<file path="config.mk">
export PLATFORM = sky130hd
export DESIGN_NAME = fdiv
export DESIGN_NICKNAME = d
export VERILOG_FILES = /design/src/rtl/fp_pkg.sv /design/src/rtl/fdiv_mant_core.sv /design/src/rtl/fdiv.sv
export SDC_FILE = /design/constraint.sdc
export NUM_CORES = 1
export LEC_CHECK = 0
export ABC_AREA = 0
export BUFFER_PORTS_ARGS = -buffer_cell sky130_fd_sc_hd__buf_2
export CAP_MARGIN = 20
export CORE_ASPECT_RATIO = 0.7
export CORE_MARGIN = 2
export CORE_UTILIZATION = 64
export CTS_CLUSTER_DIAMETER = 200
export DETAILED_ROUTE_END_ITERATION = 12
export GPL_ROUTABILITY_DRIVEN = 0
export HOLD_SLACK_MARGIN = 0.1
export PLACE_DENSITY = 0.86
export SYNTH_ARGS = -nofsm -noshare
export SYNTH_HDL_FRONTEND = slang
export SYNTH_SLANG_ARGS = --single-unit
</file>
<file path="constraint.sdc">
create_clock -name clk -period 9.8 [get_ports clk]
set_input_delay 1.96 -clock clk [delete_from_list [all_inputs] [get_ports clk]]
set_output_delay 1.96 -clock clk [all_outputs]
set_load 0.005 [all_outputs]
</file>
<file path="src/rtl/fp_pkg.sv">
`default_nettype none
// ============================================================================
// Module      : fp_pkg
// Description : Shared floating-point helpers: exponent bias, field
//               extraction for {sign, exp, mant} words and the sequencer
//               state type used by the iterative FP units.
// Revision    : 1.0 - initial release
// ============================================================================
package fp_pkg;

    // Sequencer states shared by the iterative FP datapaths
    typedef enum logic [1:0] {
        S_IDLE   = 2'd0,
        S_DIVIDE = 2'd1,
        S_NORM   = 2'd2,
        S_DONE   = 2'd3
    } fp_state_t;

    // Exponent bias for an e-bit exponent field
    function automatic int fp_bias(input int e);
        return (1 << (e - 1)) - 1;
    endfunction

    // Sign bit: the MSB of an n-bit word
    function automatic logic fp_sign(input logic [63:0] x, input int n);
        return x[n-1];
    endfunction

    // Biased exponent field, right-aligned
    function automatic logic [63:0] fp_exp(input logic [63:0] x, input int n,
                                           input int e, input int s);
        return (x >> (n - e - s)) & ((64'd1 << e) - 64'd1);
    endfunction

    // Mantissa field (without the hidden bit), right-aligned
    function automatic logic [63:0] fp_mant(input logic [63:0] x, input int n,
                                            input int e, input int s);
        return x & ((64'd1 << (n - e - s)) - 64'd1);
    endfunction

endpackage : fp_pkg
`default_nettype wire

</file>
<file path="src/rtl/fdiv_mant_core.sv">
`default_nettype none
// ============================================================================
// Module      : fdiv_mant_core
// Description : Iterative restoring divider for {1,mant1} / {1,mant2}.
//               One quotient bit per cycle, M+2 iterations, MSB first, so
//               quot[M+1] is the integer bit of the quotient.
// Revision    : 1.0 - initial release
// ============================================================================
module fdiv_mant_core #(
    parameter int M = 23
) (
    input  logic         clk,
    input  logic         rst,
    input  logic         start,
    input  logic [M-1:0] mant1,
    input  logic [M-1:0] mant2,
    output logic [M+1:0] quot,
    output logic         done
);

    localparam int            c_CW      = $clog2(M + 2);
    localparam logic [c_CW-1:0] c_LAST  = c_CW'(M + 1);
    localparam logic [c_CW-1:0] c_PRE   = c_CW'(M);

    logic [M+1:0]    r_rem;
    logic [M+1:0]    r_div;
    logic [M+1:0]    r_quot;
    logic [c_CW-1:0] r_cnt;
    logic            r_run;
    logic            r_done;

    logic            w_ge;
    logic [M+1:0]    w_rem_sub;

    // Restoring step: subtract only when the divisor fits
    assign w_ge      = (r_rem >= r_div);
    assign w_rem_sub = w_ge ? (r_rem - r_div) : r_rem;

    // Load on start, then iterate until the last quotient bit is produced.
    // r_done is high during the cycle that performs the final iteration so
    // the sequencer can leave DIVIDE on exactly that edge.
    always_ff @(posedge clk or posedge rst) begin
        if (rst) begin
            r_rem  <= '0;
            r_div  <= '0;
            r_quot <= '0;
            r_cnt  <= '0;
            r_run  <= 1'b0;
            r_done <= 1'b0;
        end else if (start) begin
            r_rem  <= {2'b01, mant1};
            r_div  <= {2'b01, mant2};
            r_quot <= '0;
            r_cnt  <= '0;
            r_run  <= 1'b1;
            r_done <= 1'b0;
        end else if (r_run) begin
            r_rem  <= w_rem_sub << 1;
            r_quot <= {r_quot[M:0], w_ge};
            r_cnt  <= r_cnt + 1'b1;
            r_done <= (r_cnt == c_PRE);
            if (r_cnt == c_LAST) begin
                r_run <= 1'b0;
            end
        end
    end

    assign quot = r_quot;
    assign done = r_done;

endmodule : fdiv_mant_core
`default_nettype wire

</file>
<file path="src/rtl/fdiv.sv">
`default_nettype none
// ============================================================================
// Module      : fdiv
// Description : Iterative floating-point divider. Sequencer, exponent path,
//               special cases and result register; the mantissa quotient
//               comes from fdiv_mant_core. Truncating, fixed latency.
// Revision    : 1.0 - initial release
// ============================================================================
module fdiv
    import fp_pkg::*;
#(
    parameter int N = 32,
    parameter int E = 8,
    parameter int S = 1
) (
    input  logic         clk,
    input  logic         rst,
    input  logic         en,
    input  logic [N-1:0] op1,
    input  logic [N-1:0] op2,
    output logic         busy,
    output logic         res_val,
    output logic [N-1:0] res
);

    localparam int c_M  = N - E - S;
    localparam int c_EW = E + 2;

    localparam logic signed [c_EW-1:0] c_BIAS  = c_EW'(fp_bias(E));
    localparam logic signed [c_EW-1:0] c_EMAX  = c_EW'((1 << E) - 1);
    localparam logic signed [c_EW-1:0] c_EZERO = '0;
    localparam logic signed [c_EW-1:0] c_EONE  = c_EW'(1);

    fp_state_t               r_state;
    logic                    r_sign;
    logic                    r_zero1;
    logic                    r_zero2;
    logic signed [c_EW-1:0]  r_exp;
    logic signed [c_EW-1:0]  r_exp_n;
    logic [c_M-1:0]          r_mant_n;

    logic                    w_accept;
    logic                    w_sign1;
    logic                    w_sign2;
    logic [E-1:0]            w_exp1;
    logic [E-1:0]            w_exp2;
    logic [c_M-1:0]          w_mant1;
    logic [c_M-1:0]          w_mant2;
    logic signed [c_EW-1:0]  w_exp_raw;
    logic [c_M+1:0]          w_quot;
    logic                    w_core_done;
    logic [c_M-1:0]          w_mant_norm;
    logic signed [c_EW-1:0]  w_exp_norm;
    logic [S-1:0]            w_sign_field;
    logic [N-1:0]            w_res;

    // A new request is taken when idle or on the edge that leaves DONE
    assign w_accept = en && ((r_state == S_IDLE) || (r_state == S_DONE));

    assign w_sign1 = fp_sign(64'(op1), N);
    assign w_sign2 = fp_sign(64'(op2), N);
    assign w_exp1  = E'(fp_exp(64'(op1), N, E, S));
    assign w_exp2  = E'(fp_exp(64'(op2), N, E, S));
    assign w_mant1 = c_M'(fp_mant(64'(op1), N, E, S));
    assign w_mant2 = c_M'(fp_mant(64'(op2), N, E, S));

    // Unnormalised result exponent, wide and signed so under/overflow is visible
    assign w_exp_raw = $signed({2'b00, w_exp1}) - $signed({2'b00, w_exp2}) + c_BIAS;

    fdiv_mant_core #(
        .M     (c_M)
    ) u_mant_core (
        .clk   (clk),
        .rst   (rst),
        .start (w_accept),
        .mant1 (w_mant1),
        .mant2 (w_mant2),
        .quot  (w_quot),
        .done  (w_core_done)
    );

    // Quotient lies in (0.5, 2): shift out the integer bit or adjust exponent
    assign w_mant_norm = w_quot[c_M+1] ? w_quot[c_M:1] : w_quot[c_M-1:0];
    assign w_exp_norm  = w_quot[c_M+1] ? r_exp : (r_exp - c_EONE);

    assign w_sign_field = S'(r_sign);

    // Final result with special cases applied in priority order
    always_comb begin
        w_res = '0;
        if (r_zero1) begin
            w_res = {w_sign_field, {E{1'b0}}, {c_M{1'b0}}};
        end else if (r_zero2) begin
            w_res = {w_sign_field, {E{1'b1}}, {c_M{1'b0}}};
        end else if (r_exp_n <= c_EZERO) begin
            w_res = {w_sign_field, {E{1'b0}}, {c_M{1'b0}}};
        end else if (r_exp_n >= c_EMAX) begin
            w_res = {w_sign_field, {E{1'b1}}, {c_M{1'b0}}};
        end else begin
            w_res = {w_sign_field, r_exp_n[E-1:0], r_mant_n};
        end
    end

    // Sequencer with operand capture and registered outputs
    always_ff @(posedge clk or posedge rst) begin
        if (rst) begin
            r_state  <= S_IDLE;
            busy     <= 1'b0;
            res_val  <= 1'b0;
            res      <= '0;
            r_sign   <= 1'b0;
            r_zero1  <= 1'b0;
            r_zero2  <= 1'b0;
            r_exp    <= '0;
            r_exp_n  <= '0;
            r_mant_n <= '0;
        end else begin
            res_val <= 1'b0;
            if (w_accept) begin
                r_sign  <= w_sign1 ^ w_sign2;
                r_zero1 <= (w_exp1 == '0) && (w_mant1 == '0);
                r_zero2 <= (w_exp2 == '0) && (w_mant2 == '0);
                r_exp   <= w_exp_raw;
            end
            unique case (r_state)
                S_IDLE: begin
                    if (en) begin
                        r_state <= S_DIVIDE;
                        busy    <= 1'b1;
                    end
                end
                S_DIVIDE: begin
                    if (w_core_done) begin
                        r_state <= S_NORM;
                    end
                end
                S_NORM: begin
                    r_mant_n <= w_mant_norm;
                    r_exp_n  <= w_exp_norm;
                    r_state  <= S_DONE;
                end
                S_DONE: begin
                    res     <= w_res;
                    res_val <= 1'b1;
                    if (en) begin
                        r_state <= S_DIVIDE;
                    end else begin
                        r_state <= S_IDLE;
                        busy    <= 1'b0;
                    end
                end
                default: begin
                    r_state <= S_IDLE;
                    busy    <= 1'b0;
                end
            endcase
        end
    end

endmodule : fdiv
`default_nettype wire
</file>
# Yosys cells after proc, flatten, opt, wreduce, memory -nomap -nowiden
# Cells that the tools add are included.
totals:
  ff_bits: 163
  inputBits: 67
  out_inout_bits: 34
op_classes:
  n_addsub: 5
  order_cmp: 3
  eq_ne: 8
  mux: 26
  bitwise_logic: 1
  reduce_logical: 13
ops:
  columns: ["cell", "n"]
  rows:
  - ["$mux W31", 4]
  - ["$mux W25", 4]
  - ["$logic_not A23 Y1", 2]
  - ["$ge A25 B24 Y1", 1]
  - ["$mux W24", 1]
  - ["$sub A24 B24 Y24", 1]
  - ["$mux W23", 1]
  - ["$logic_not A8 Y1", 2]
  - ["$add A9 B8 Y10 const B", 1]
  - ["$eq A5 B5 Y1 const B", 2]
  - ["$ge A10 B9 Y1 const B", 1]
  - ["$le A10 B1 Y1 const B", 1]
  - ["$mux W10", 1]
  - ["$mux W5", 2]
  - ["$sub A10 B2 Y10 const B", 1]
  - ["$mux W1", 9]
  - ["$sub A8 B8 Y9", 1]
  - ["$pmux W2 S4", 1]
  - ["$add A5 B1 Y5 const B", 1]
  - ["$eq A2 B2 Y1 const B", 2]
  - ["$mux W2", 2]
  - ["$ne A2 B2 Y1 const B", 2]
  - ["$reduce_bool A2 Y1", 2]
  - ["$logic_and A1 B1 Y1", 3]
  - ["8 further kinds", 8]

# Depth between registers and ports, before layout
logic_depth:
  word_depth: 5
  ltp_mapped: 12
  ltp_nobuf: 12

# Cells and area by module
# Synthesis repeated with hierarchy kept, for this count alone.
hier_totals:
  hier_cells: 1027
  hier_area_um2: 9496.6
modules_own_cells:
  columns: ["mod", "instances", "cells_each", "area_each_um2"]
  rows:
  - ["fdiv_mant_core", 1, 553, 5083.6]
  - ["fdiv", 1, 474, 4413.0]

# Worst setup path before layout
# OpenSTA, ideal clock, no wires.
synth_path:
  kind: "input -> register"
  startpoint: "in op2[24]"
  endpoint: "reg r_exp[7]"
  setup_ns: 0.076
  arrival_ns: 3.915
  t_required_ns: 9.724
  slack_ns: 5.809
  cell_stages: 10
  path_buffers: 0
  cell_sequence: "inv_1 ha_1 nor2b_1 o21a_1 or3_1 or3_1 a21boi_1 a21boi_2 xnor3_1 o21ai_1"
synth_via:
  elab_chain_cells: 2
synth_lines:
  columns: ["element", "line_no", "rtl"]
  rows:
  - ["start, declared", "fdiv.sv:20", "input logic [N-1:0] op2,"]
  - ["$sub A8 B8 Y9", "fdiv.sv:68", "assign w_exp_raw = $signed({2'b00, w_exp1}) - $signed({2'b00, w_exp2}) + c_BIAS;"]
  - ["$add A9 B8 Y10", "fdiv.sv:68", null]
  - ["end signal, assigned", "fdiv.sv:123", "r_exp <= w_exp_raw;"]
  - ["end, declared", "fdiv.sv:38", "logic signed [c_EW-1:0] r_exp;"]
# Every way passes these cells.
# A chain may end at the register's enable or synchronous reset.

# Worst setup path after layout
layout_path:
  startpoint: "in op1[24]"
  endpoint: "reg r_exp[7]"
layout_via:
  elab_chain_cells: 2
layout_lines:
  columns: ["element", "line_no", "rtl"]
  rows:
  - ["start, declared", "fdiv.sv:19", "input logic [N-1:0] op1,"]
  - ["$sub A8 B8 Y9", "fdiv.sv:68", null]
  - ["$add A9 B8 Y10", "fdiv.sv:68", null]
# Every way passes these cells.

==> impl_metrics.json <==
{
  "cts_root_buf": "clkbuf_16",
  "grt_max_degree": 86,
  "p_comb_frac": 0.531,
  "yosysTopAreaCellShare": 0.445,
  "synth_nets": 1108,
  "drc": 0,
  "synth_edf_count": 0,
  "dp_hpwl_um": 14900,
  "placementRows": 36,
  "final_nets": 1188,
  "die_y_um": 104,
  "skew_ps": 6.70,
  "worstPathMaxFanout": 4,
  "layout_setup_ws_ps": 5930,
  "fill_cells": 1005,
  "worstMarginPinSlew_ps": 1130,
  "cts_buffers": 17,
  "syn_area_um2": 9170,
  "postLayoutCellArea_um2": 10400,
  "peakVddDrop_mv": 0.171,
  "cts_tree": "yes",
  "ys_seq_area_frac": 0.445,
  "cp.depth": 10,
  "cts_hold_buffers": 0,
  "design.die.area_um2": 15300,
  "cp-startpoint": "op1[24]",
  "finalSetupTns_ps": 0,
  "preCtsSetupSlack_ps": 5530,
  "switching_power_uw": 1680,
  "ctsHtreeMaxLevel": 4,
  "fin_crit_ps": 3870,
  "grt_pass1_wl_um": 37000,
  "synth_top_cells_by_area": "dfrtp_1 44%, mux2i_1 7.3%, ha_1 5.6%",
  "critPathKind": "primary input to flip-flop",
  "die_x_um": 147,
  "rr_startpoint": "u_mant_core.r_div[1]$_DFFE_PP0P_",
  "relSlewSlack": 0.245,
  "leakagePower_uw": 0.00497,
  "top_level_ports": 101,
  "clock_sinks": 163,
  "syn_to_final_growth_pct": 13.1,
  "fmax_ghz": 0.258,
  "sw_frac_of_total": 0.437,
  "coreArea_um2": 14000,
  "end_kind": "flip-flop",
  "cp.required_ps": 10150,
  "postCtsSetupRepairBufs": 0,
  "critPathBufInv": 1,
  "synth_seq_cells": 163,
  "ctsResizeCount": 0,
  "clk_path_buf_depth": 2,
  "cpPeakStageDelay_ps": 340,
  "crit_path_top_delay_cell": "or3_1",
  "timing.final.crit_share": 0.395,
  "cellPowerDensity_nw_per_um2": 371,
  "io_buffers": 100,
  "arrival_ps": 4230,
  "vias_per_cell": 6.01,
  "critPathLaunchType": "primary input",
  "synth_cell_types": 64,
  "synth_top_cell_by_area": "dfrtp_1",
  "p_clk_frac": 0.167,
  "grt_setup_unrepaired": "false",
  "gr-total-overflow": 0,
  "initial_core_util": 0.657,
  "synth_warnings": 0,
  "timing.rr.end": "u_mant_core.r_rem[19]$_DFFE_PP0P_",
  "synthArstFlopShare": 1.00,
  "vias": 7708,
  "seqPwrFrac": 0.303,
  "netlist_instances": 999,
  "drive_gt1_frac": 0.149,
  "final-max-slew-violation-count": 0,
  "synthFlopType": "dfrtp_1",
  "p_int_uw": 2170,
  "status": "completed",
  "wire_per_inst_um": 17.1,
  "whs_ps": 466,
  "setup_viol": 0,
  "max-cap-violations": 0,
  "worstPathCellList": "buf_2, ha_1, nor2b_1, o21a_1, or3_1, or3_1, a21boi_1, a21boi_2, xnor3_1, o21ai_1",
  "dr.pass1.iters": 5,
  "grt_use_total": 0.302,
  "diodes": 0,
  "hold_path.class": "flip-flop to flip-flop",
  "cp_top_family": "compound AO/OA/AOI/OAI gates",
  "rr_worst_depth": 10,
  "dpl-instance-area_um2": 9780,
  "grt_pass1_vias": 7480,
  "crit_path_end": "r_exp[7]$_DFFE_PP0P_",
  "crit_top_cell": "or3_1",
  "antenna_found_initial": 0,
  "wl_um": 21900,
  "rrSetupSlack_ps": 6290,
  "clk_latency_ps": 430,
  "ant_nets": 0,
  "clk_pin_slew_ps": 60,
  "drt_iter0_markers": 721,
  "finalHoldViolCount": 0,
  "p_total_uw": 3850,
  "syn_avg_cell_area_um2": 9.18
}
## worst min path at each step
stage | startpoint | endpoint | depth (start not counted)
floorplan | u_mant_core.r_div[23]$_DFFE_PP0P_ | u_mant_core.r_div[23]$_DFFE_PP0P_ | 2
global placement | u_mant_core.r_div[23]$_DFFE_PP0P_ | u_mant_core.r_div[23]$_DFFE_PP0P_ | 2
detailed placement | u_mant_core.r_div[23]$_DFFE_PP0P_ | u_mant_core.r_div[23]$_DFFE_PP0P_ | 2
CTS | u_mant_core.r_div[23]$_DFFE_PP0P_ | u_mant_core.r_div[23]$_DFFE_PP0P_ | 2
global route | u_mant_core.r_div[23]$_DFFE_PP0P_ | u_mant_core.r_div[23]$_DFFE_PP0P_ | 2
finish | u_mant_core.r_div[23]$_DFFE_PP0P_ | u_mant_core.r_div[23]$_DFFE_PP0P_ | 2
## state kept, by name, summed over array words and instances (netlist names)
register and count:
busy 1, u_mant_core.quot 25, r_zero1 1, u_mant_core.r_div 24, r_exp 10, r_exp_n 10
r_sign 1, u_mant_core.r_cnt 5, r_zero2 1, r_state 2, u_mant_core.done 1, res 32
u_mant_core.r_run 1, r_mant_n 23, res_val 1, u_mant_core.r_rem 25
## power by group through the flow
stage	registers (uW)	logic (uW)	clock network, uW
floorplan	1120	1560	0
global placement	1150	1910	0
detailed placement	1170	1960	0
CTS	1160	2000	648
global route	1200	2270	682
finish	1170	2050	642
## layout make-up
type	instances	area [um2]	area share
clock buffers	23	468	0.0451
clock inverters	9	97.6	0.00940
inverters	75	287	0.0276
multi-input cells	714	4630	0.446
flip-flops and latches	163	4080	0.393
well taps	190	238	0.0229
repair buffers	108	581	0.0559
## routing by layer
metal	track usage	wire length (um)	vias up
met3	0.0982	1990	27
met1	0.443	10100	3718
met5	0	0	-
li1	-	-	3659
met2	0.435	9530	304
met4	0.0783	357	0
## synth_stat cells, types with 15 or more instances
library cell	count
dfrtp_1	163
nor2_1	94
o21ai_0	90
nand2_1	87
a21oi_1	85
inv_1	75
mux2i_1	67
ha_1	41
clkbuf_1	35
xnor2_1	29
o21ai_1	20
and3_1	19
nor4_1	19
xor2_1	15
## logic make-up (layout without fill, tap and decap cells)
| logic type | after synthesis | after routing | synth area share |
|---|---|---|---|
| compound gates | 262 | 262 | 0.167 |
| flops | 163 | 163 | 0.445 |
| buf+inv | 122 | 215 | 0.0528 |
| mux | 79 | 79 | 0.0878 |
| fa+ha+maj | 43 | 43 | 0.0592 |
| simple gates | 285 | 285 | 0.144 |
| xor+xnor | 45 | 45 | 0.0445 |
## tightest hold or removal path, delay by kind of cell (launching register included)
kind / cells / cell delay (ps)
simple gates: 1 / 50
buf+inv: 1 / 60
flops: 1 / 330
## per-stage QoR
stage | std cells | utilization
floorplan | 999 | -
global placement | 1249 | 0.701
detailed placement | 1249 | 0.701
CTS | 1281 | 0.741
global route | 1282 | 0.743
finish | 1282 | 0.743
## layout by cell type, fill, tap and decap left out, types with 11 or more instances in the layout
cell type	count
dfrtp_1	162
buf_2	100
nor2_1	93
o21ai_0	90
nand2_1	87
a21oi_1	85
inv_1	74
mux2i_1	67
ha_1	40
xnor2_1	29
o21ai_1	20
nor4_1	19
and3_1	19
clkbuf_16	17
xor2_1	15
mux2_2	11
nor3_1	11
nand3_1	11
Power figures use the tool's default switching activity.
